### src/rtl/horloge_pkg.sv
// Shared constants and helpers for the horloge timebase.
//
// Contents:
//   DEFAULT_CHANNELS  default number of divider channels in a bank
//   DEFAULT_WIDTH     default divisor/counter width in bits
//   RST_DIV_DEFAULT   divisor loaded at reset (0 = channel halted until loaded)
//   slice_lsb()       LSB position of channel ch inside a packed per-channel bus
package horloge_pkg;

  localparam int unsigned DEFAULT_CHANNELS = 4;
  localparam int unsigned DEFAULT_WIDTH    = 16;
  localparam int unsigned RST_DIV_DEFAULT  = 0;

  // Channel ch occupies bits [slice_lsb(ch, width) +: width] of a packed bus.
  function automatic int unsigned slice_lsb(input int unsigned ch, input int unsigned width);
    return ch * width;
  endfunction

endpackage

### src/rtl/tff_div_channel.sv
// One programmable divide-by-N toggle flip-flop channel.
//
// Counts cycles on which 'advance' is high. At terminal count (cnt == active-1)
// it emits a registered 1-cycle tick and flips toggle_out. A new divisor is
// captured into a shadow register and only swapped into 'active' at a terminal
// count, on sync_clear, or immediately while the channel is halted (active==0),
// so the output period never glitches.
//
// Ports:
//   clock       in   rising-edge clock
//   reset       in   synchronous, active-high
//   sync_clear  in   zero counter and toggle; pending divisor applied at once
//   advance     in   count enable for this channel (global enable, maybe cascaded)
//   load        in   capture 'div' into the shadow register
//   div         in   WIDTH-bit divisor value
//   tc          out  combinational terminal-count strobe (feeds a cascade)
//   toggle_out  out  registered toggle flip-flop output
//   tick        out  registered 1-cycle pulse at terminal count
//   busy        out  a loaded divisor is waiting to become active
module tff_div_channel
  import horloge_pkg::*;
#(
  parameter int unsigned WIDTH   = DEFAULT_WIDTH,
  parameter int unsigned RST_DIV = RST_DIV_DEFAULT
) (
  input  logic             clock,
  input  logic             reset,
  input  logic             sync_clear,
  input  logic             advance,
  input  logic             load,
  input  logic [WIDTH-1:0] div,
  output logic             tc,
  output logic             toggle_out,
  output logic             tick,
  output logic             busy
);

  localparam logic [WIDTH-1:0] RST_VAL = WIDTH'(RST_DIV);

  logic [WIDTH-1:0] cnt;
  logic [WIDTH-1:0] active;
  logic [WIDTH-1:0] shadow;
  logic             pending;
  logic             halted;
  logic             swap_ok;

  assign halted = (active == '0);

  // A load arriving in the same cycle as a switch-over point is deferred to the
  // next one, so back-to-back loads produce a single switch to the last value.
  assign swap_ok = pending && !load;

  assign tc   = !reset && !sync_clear && !halted && advance &&
                (cnt == active - WIDTH'(1));
  assign busy = pending;

  // NOTE: all state is updated with non-blocking assignments so every branch
  // below reads the pre-edge values of cnt/active/pending.
  always_ff @(posedge clock) begin
    if (reset) begin
      cnt        <= '0;
      toggle_out <= 1'b0;
      tick       <= 1'b0;
      pending    <= 1'b0;
      active     <= RST_VAL;
      shadow     <= RST_VAL;
    end else begin
      if (sync_clear) begin
        cnt        <= '0;
        toggle_out <= 1'b0;
        tick       <= 1'b0;
        if (swap_ok) begin
          active  <= shadow;
          pending <= 1'b0;
        end
      end else if (halted) begin
        // No terminal count exists while halted, so a pending divisor is taken
        // on the next cycle whether or not the channel is enabled.
        cnt  <= '0;
        tick <= 1'b0;
        if (swap_ok) begin
          active  <= shadow;
          pending <= 1'b0;
        end
      end else if (advance) begin
        if (tc) begin
          cnt        <= '0;
          tick       <= 1'b1;
          toggle_out <= ~toggle_out;
          if (swap_ok) begin
            active  <= shadow;
            pending <= 1'b0;
          end
        end else begin
          cnt  <= cnt + WIDTH'(1);
          tick <= 1'b0;
        end
      end else begin
        tick <= 1'b0;
      end

      // Loads are captured in every non-reset cycle; placed last so a new
      // load re-arms pending even if a swap happened above.
      if (load) begin
        shadow  <= div;
        pending <= 1'b1;
      end
    end
  end

endmodule

### src/rtl/tff_divider_bank.sv
// Bank of CHANNELS independent programmable divide-by-N toggle flip-flops.
//
// Each channel produces a 50% square wave at f_clock/(2*N) plus a 1-cycle tick
// every N enabled cycles. This level only slices the divisor bus and routes the
// per-channel count enables.
//
// Configuration macro:
//   TFF_DIV_CASCADE_EN  when defined, channel i>0 advances only on cycles where
//                       channel i-1 reaches terminal count (and enable=1), so
//                       channel k divides by N0*N1*...*Nk. When undefined,
//                       every channel counts every enabled cycle.
//
// Ports:
//   clock       in   rising-edge clock
//   reset       in   synchronous, active-high
//   enable      in   global count enable
//   sync_clear  in   zero all counters and toggles; divisors kept
//   div_in      in   CHANNELS*WIDTH divisors, channel i at [i*WIDTH +: WIDTH]
//   div_load    in   per-channel divisor capture strobe
//   toggle_out  out  per-channel toggle output
//   tick        out  per-channel 1-cycle terminal-count pulse
//   div_busy    out  per-channel pending-divisor flag
module tff_divider_bank
  import horloge_pkg::*;
#(
  parameter int unsigned CHANNELS = DEFAULT_CHANNELS,
  parameter int unsigned WIDTH    = DEFAULT_WIDTH,
  parameter int unsigned RST_DIV  = RST_DIV_DEFAULT
) (
  input  logic                      clock,
  input  logic                      reset,
  input  logic                      enable,
  input  logic                      sync_clear,
  input  logic [CHANNELS*WIDTH-1:0] div_in,
  input  logic [CHANNELS-1:0]       div_load,
  output logic [CHANNELS-1:0]       toggle_out,
  output logic [CHANNELS-1:0]       tick,
  output logic [CHANNELS-1:0]       div_busy
);

  // Terminal-count strobes that no downstream channel consumes; collected here
  // so they stay visible for debug.
  logic [CHANNELS-1:0] tc_unused;

  for (genvar i = 0; i < CHANNELS; i++) begin : g_ch
    logic advance;
    logic tc;

`ifdef TFF_DIV_CASCADE_EN
    if (i == 0) begin : g_head
      assign advance = enable;
    end else begin : g_link
      // Per-block scalars keep the cascade chain free of a self-looping vector.
      assign advance = enable && g_ch[i-1].tc;
    end
`else
    assign advance = enable;
`endif

    assign tc_unused[i] = tc;

    tff_div_channel #(
      .WIDTH   (WIDTH),
      .RST_DIV (RST_DIV)
    ) u_channel (
      .clock      (clock),
      .reset      (reset),
      .sync_clear (sync_clear),
      .advance    (advance),
      .load       (div_load[i]),
      .div        (div_in[slice_lsb(i, WIDTH) +: WIDTH]),
      .tc         (tc),
      .toggle_out (toggle_out[i]),
      .tick       (tick[i]),
      .busy       (div_busy[i])
    );
  end

endmodule

### config.mk
export PLATFORM = sky130hd
export DESIGN_NAME = tff_divider_bank
export DESIGN_NICKNAME = d
export VERILOG_FILES = /design/src/rtl/horloge_pkg.sv /design/src/rtl/tff_div_channel.sv /design/src/rtl/tff_divider_bank.sv
export SDC_FILE = /design/constraint.sdc
export NUM_CORES = 1
export LEC_CHECK = 0
export ABC_AREA = 1
export CORE_ASPECT_RATIO = 0.7
export CORE_UTILIZATION = 55
export CTS_CLUSTER_DIAMETER = 50
export DETAILED_ROUTE_END_ITERATION = 8
export PLACE_DENSITY = 0.76
export SETUP_SLACK_MARGIN = 0.02
export SLEW_MARGIN = 30
export SYNTH_ARGS = -nofsm -noshare
export SYNTH_HDL_FRONTEND = slang
export SYNTH_HIERARCHICAL = 1
export SYNTH_SLANG_ARGS = --single-unit
### constraint.sdc
create_clock -name clock -period 2.7 [get_ports clock]
set_clock_uncertainty 0.05 [all_clocks]
set_input_delay 0.54 -clock clock [delete_from_list [all_inputs] [get_ports clock]]
set_output_delay 0.54 -clock clock [all_outputs]
set_load 0.005 [all_outputs]
==> metrics list <==
* Most frequent cells in the layout: sky130_fd_sc_hd__nand2_1, sky130_fd_sc_hd__nor2_1, sky130_fd_sc_hd__inv_1
- Kind of critical path: reg2reg
* Most frequent standard cell in the layout excluding fill and tap cells: sky130_fd_sc_hd__nand2_1
* Fraction of synthesized cell area in xor and xnor cells: 4.420%
- After synthesis, the share of cell area in mux cells is 0%.
- In this run the mean area of a mapped cell was about 6.5 sq um.
* Initial antenna violation count: 0
- For this configuration, the core starts out at a cell density of 56.72%.
- The count of nets left with antenna violations once routing finished came out at 0.
- Number of search-and-repair iterations in the first detailed-routing pass: 5
- Standard cell core area: 19960 sq um
- Leak Pwr: between 6 and 7 nW
- The die is 173.5 microns wide.
* Final Hold Viols: 0
- Clock latency reported for the late side of the worst-skew pair: roughly 500 ps
- Clock sink total: slightly above 200
- Setup repair after global routing left no endpoint under its margin.
* IO Pins: 84
* Layout Nets: around 1.9k
- For the pin with the worst max-slew slack, the measured transition is approximately 680 ps.
- Type of the tightest min-delay check: reg2reg
- Global-route wire length before repair: 44330 microns
- Starting DRC count in detailed routing: roughly 860
- Final critical path time including I/O delays and setup: roughly 2400 ps
- In this run the number of H-tree levels came out at 1.
* Number of placement rows: 43
- The number of hold buffers added after CTS was 0.
* Post-synthesis instance total: between 1.5k and 2k
* Worst-path clk slew: 60 ps
* Ant. Diodes: 0
- Net switching is between 30% and 40% of the power.
- Average wire per cell in the routed design: approximately 13 microns
- In this run, flip-flops and latches consume 40.0% of the power.
- Compared with the post-synthesis result, the final layout area differs by 16.20%.
- Post-CTS repair timing setup buffer count: 0
- Number of I/O port buffers: 83
- Sequential elements use 36.07% of the synthesized area.
- Proportion of power drawn by combinational gates: approximately 23%
* Power Internal: 5.669 mW
* Syn nets: ~1.8k
* CP required: around 3100 ps
- Detailed routing inserted a total of around 11k vias.
- Data on the critical path arrives at its endpoint at roughly 2800 ps.
* Hold Path Depth: 2
- Vias in the first global route: between 9k and 10k
* Sum of routed wire length over all layers: 26620 microns
- By area the synthesized netlist is led by sky130_fd_sc_hd__dfxtp_1, sky130_fd_sc_hd__nand2_1, sky130_fd_sc_hd__nor2_1, sky130_fd_sc_hd__inv_1, sky130_fd_sc_hd__nand3_1.
- The die is about 120 microns tall.
- The endpoint identified for the worst register-to-register timing path is g_ch[1].u_channel/active[1].
* Worst setup slack after layout: roughly 310 ps
* Overall Global Routing Usage: 25.06%
- The top cell type by area accounts for a little over a third of the synthesized area.
* Hold Startpoint: g_ch[2].u_channel/shadow[14]
- Synthesis-stage register bit count: a little over 200
* Number of cells upsized or downsized after cts: 0
- After synthesis, the largest family of logic cells by area is simple AND/OR/NAND/NOR gates.
- Fraction of the mapped netlist area in adder cells: 1.326%
* Post-placement setup slack: -2.513 ps
* Die area: between 20000 and 25000 sq um
- Fin crit share: approximately nine tenths
- Count of final setup violators: 0
- Post-Route Utilization: roughly 66%
* Post-synthesis simple-gate area fraction: about 37%
- Dividing total power by cell area gives a power density of 623.2 nW/um^2.
- Worst reg-to-reg setup slack: 310 ps
* Hold path endpoint: g_ch[2].u_channel/shadow[14]
* Last weighted congestion value of the routability-driven placer: between 0.8 and 0.9
* TritonCTS buffer count: 21
* Distinct cell type count after synthesis: 39
- Dominant cell type by area after synthesis: sky130_fd_sc_hd__dfxtp_1
- Along the worst path, the maximum fanout reaches 25.
* Net Sw Power: 2.530 mW
- Type of element capturing the critical path: flip-flop
- Share of layout cells above drive strength 1: between 6 and 7%
* Max transition margin: 54.36%
* Final hold slack: 404.8 ps
* Post-synthesis compound-gate area fraction: between 10% and 20%
- Largest net degree at the start of global routing: 34
- Counting cells, the worst reg-to-reg path comes to 15.
- In this run the clock root is driven by a sky130_fd_sc_hd__clkbuf_16.
- Startpoint of the most critical setup path: g_ch[1].u_channel/active[0]
- Setup TNS after final layout: 0 ps
- The clock passes through at most 3 buffers.
* Worst reg2reg startpoint: g_ch[1].u_channel/active[0]
* Synthesis warning total: 6
* Peak Freq: around 0.42 GHz
- Final global-route overflow total: 0
- HPWL after detailed placement: ~20000 microns
- In this run the cell area of the synthesized design comes to 11320 sq um.
* Run status: complete, no violations
* Maximum vdd drop: slightly above 0.4 mV
- Residual DRC count: 0
- Clock network fraction of total power: between 30% and 40%
* Type of element launching the critical path: flip-flop
* Final Max Tran Viols: 0
* TritonCTS clock tree: done
- Count of max-cap constraint violations: 0
- Number of vias per cell after detailed routing: around 5.1
## per-stage QoR
step                cells  power, mW  instance area (sq um)
finish               2113      8.199                  13160
global route         2113      8.684                  13160
CTS                  2113      8.247                  13160
detailed placement   2076      5.215                  12440
global placement     2076      5.173                  12440
floorplan            1751      4.788                  11320
## cells by family (layout without fill, tap and decap cells)
kind of cell / count (synthesis) / after routing
adder cells (fa/ha/maj): 12 / 12
buffers and inverters: 309 / 401
AO/OA/AOI/OAI: 225 / 225
flip-flops: 204 / 204
AND/OR/NAND/NOR: 947 / 947
XOR/XNOR: 54 / 54
## critical path, stage by stage, from the launching register on
cell,delay (ps)
sky130_fd_sc_hd__dfxtp_1,330
sky130_fd_sc_hd__inv_1,150
sky130_fd_sc_hd__ha_1,300
sky130_fd_sc_hd__nand2_2,160
sky130_fd_sc_hd__nor2_4,140
sky130_fd_sc_hd__nand2_1,60
sky130_fd_sc_hd__nand2_1,60
sky130_fd_sc_hd__nand2_1,50
sky130_fd_sc_hd__nor2_1,80
sky130_fd_sc_hd__nand2_1,70
sky130_fd_sc_hd__nor2_2,130
sky130_fd_sc_hd__nand2_4,120
sky130_fd_sc_hd__nand2_4,230
sky130_fd_sc_hd__buf_4,210
sky130_fd_sc_hd__a21oi_1,70
sky130_fd_sc_hd__nor2_1,110
## power by group through the flow
stage	Clock [mW]	Combinational [mW]	Sequential (mW)
global route	3.22	2.17	3.30
finish	3.02	1.90	3.28
CTS	3.09	1.88	3.28
floorplan	0	1.48	3.31
detailed placement	0	1.87	3.35
global placement	0	1.83	3.34
## cell usage after synthesis
master / instances
sky130_fd_sc_hd__nand3b_1: 13
sky130_fd_sc_hd__nor3b_1: 9
sky130_fd_sc_hd__buf_2: 10
sky130_fd_sc_hd__nor2_8: 2
sky130_fd_sc_hd__nand3_1: 144
sky130_fd_sc_hd__o21ai_1: 3
sky130_fd_sc_hd__o21a_1: 2
sky130_fd_sc_hd__inv_1: 241
sky130_fd_sc_hd__o21bai_1: 9
sky130_fd_sc_hd__dfxtp_1: 204
sky130_fd_sc_hd__nand2_4: 8
sky130_fd_sc_hd__a41o_1: 1
sky130_fd_sc_hd__nor2_4: 6
sky130_fd_sc_hd__nand2_1: 416
sky130_fd_sc_hd__nor3_1: 17
sky130_fd_sc_hd__clkbuf_2: 3
sky130_fd_sc_hd__ha_1: 12
sky130_fd_sc_hd__xnor2_1: 28
sky130_fd_sc_hd__nor4_1: 5
sky130_fd_sc_hd__inv_2: 9
sky130_fd_sc_hd__buf_1: 3
sky130_fd_sc_hd__buf_6: 11
sky130_fd_sc_hd__o22ai_1: 5
sky130_fd_sc_hd__a21oi_1: 112
sky130_fd_sc_hd__buf_4: 1
sky130_fd_sc_hd__o21ai_0: 88
sky130_fd_sc_hd__nand2_2: 9
sky130_fd_sc_hd__nand4_1: 25
sky130_fd_sc_hd__a211oi_1: 1
sky130_fd_sc_hd__nor2_1: 267
sky130_fd_sc_hd__xor2_1: 24
sky130_fd_sc_hd__nand3_2: 1
sky130_fd_sc_hd__clkbuf_1: 29
sky130_fd_sc_hd__xnor3_1: 2
sky130_fd_sc_hd__o2111ai_1: 4
sky130_fd_sc_hd__nor2_2: 22
sky130_fd_sc_hd__or2_2: 2
sky130_fd_sc_hd__or2_1: 1
sky130_fd_sc_hd__clkinv_1: 2
## registers in the layout, summed over array words and instances (netlist names)
register / count
g_ch.u_channel/active: 64
g_ch.u_channel/busy: 4
g_ch.u_channel/cnt: 64
g_ch.u_channel/shadow: 64
g_ch.u_channel/tick: 4
g_ch.u_channel/toggle_out: 4
## layer usage
metal | global-route usage, % | share of wire [%] | routed length (microns)
met3 | 3.246 | 5.0 | 1322
met1 | 37.22 | 52 | 13870
met5 | 0 | 0 | 0
met2 | 38.60 | 41 | 10980
met4 | 5.254 | 1.7 | 454
## cell type report
cell class                 instances  area, sq um
clock buffer                      27        578.1
clock inverter                    10        141.4
fill                            1790         6804
inverter                         252        945.9
multi-input combinational       1238         5983
sequential                       204         4084
tap                              270        337.8
timing repair buffer             112         1086
## worst max path at each step
stage                                               to  slack [ps]  cells past startpoint
after floorplan           g_ch[3].u_channel/active[10]         660                     15
after global placement     g_ch[0].u_channel/active[3]           5                     13
after detailed placement   g_ch[0].u_channel/active[3]          -3                     13
after CTS                 g_ch[3].u_channel/active[15]         320                     14
after global routing       g_ch[1].u_channel/active[5]          50                     17
final                      g_ch[1].u_channel/active[1]         310                     15
Power figures use the tool's default switching activity.
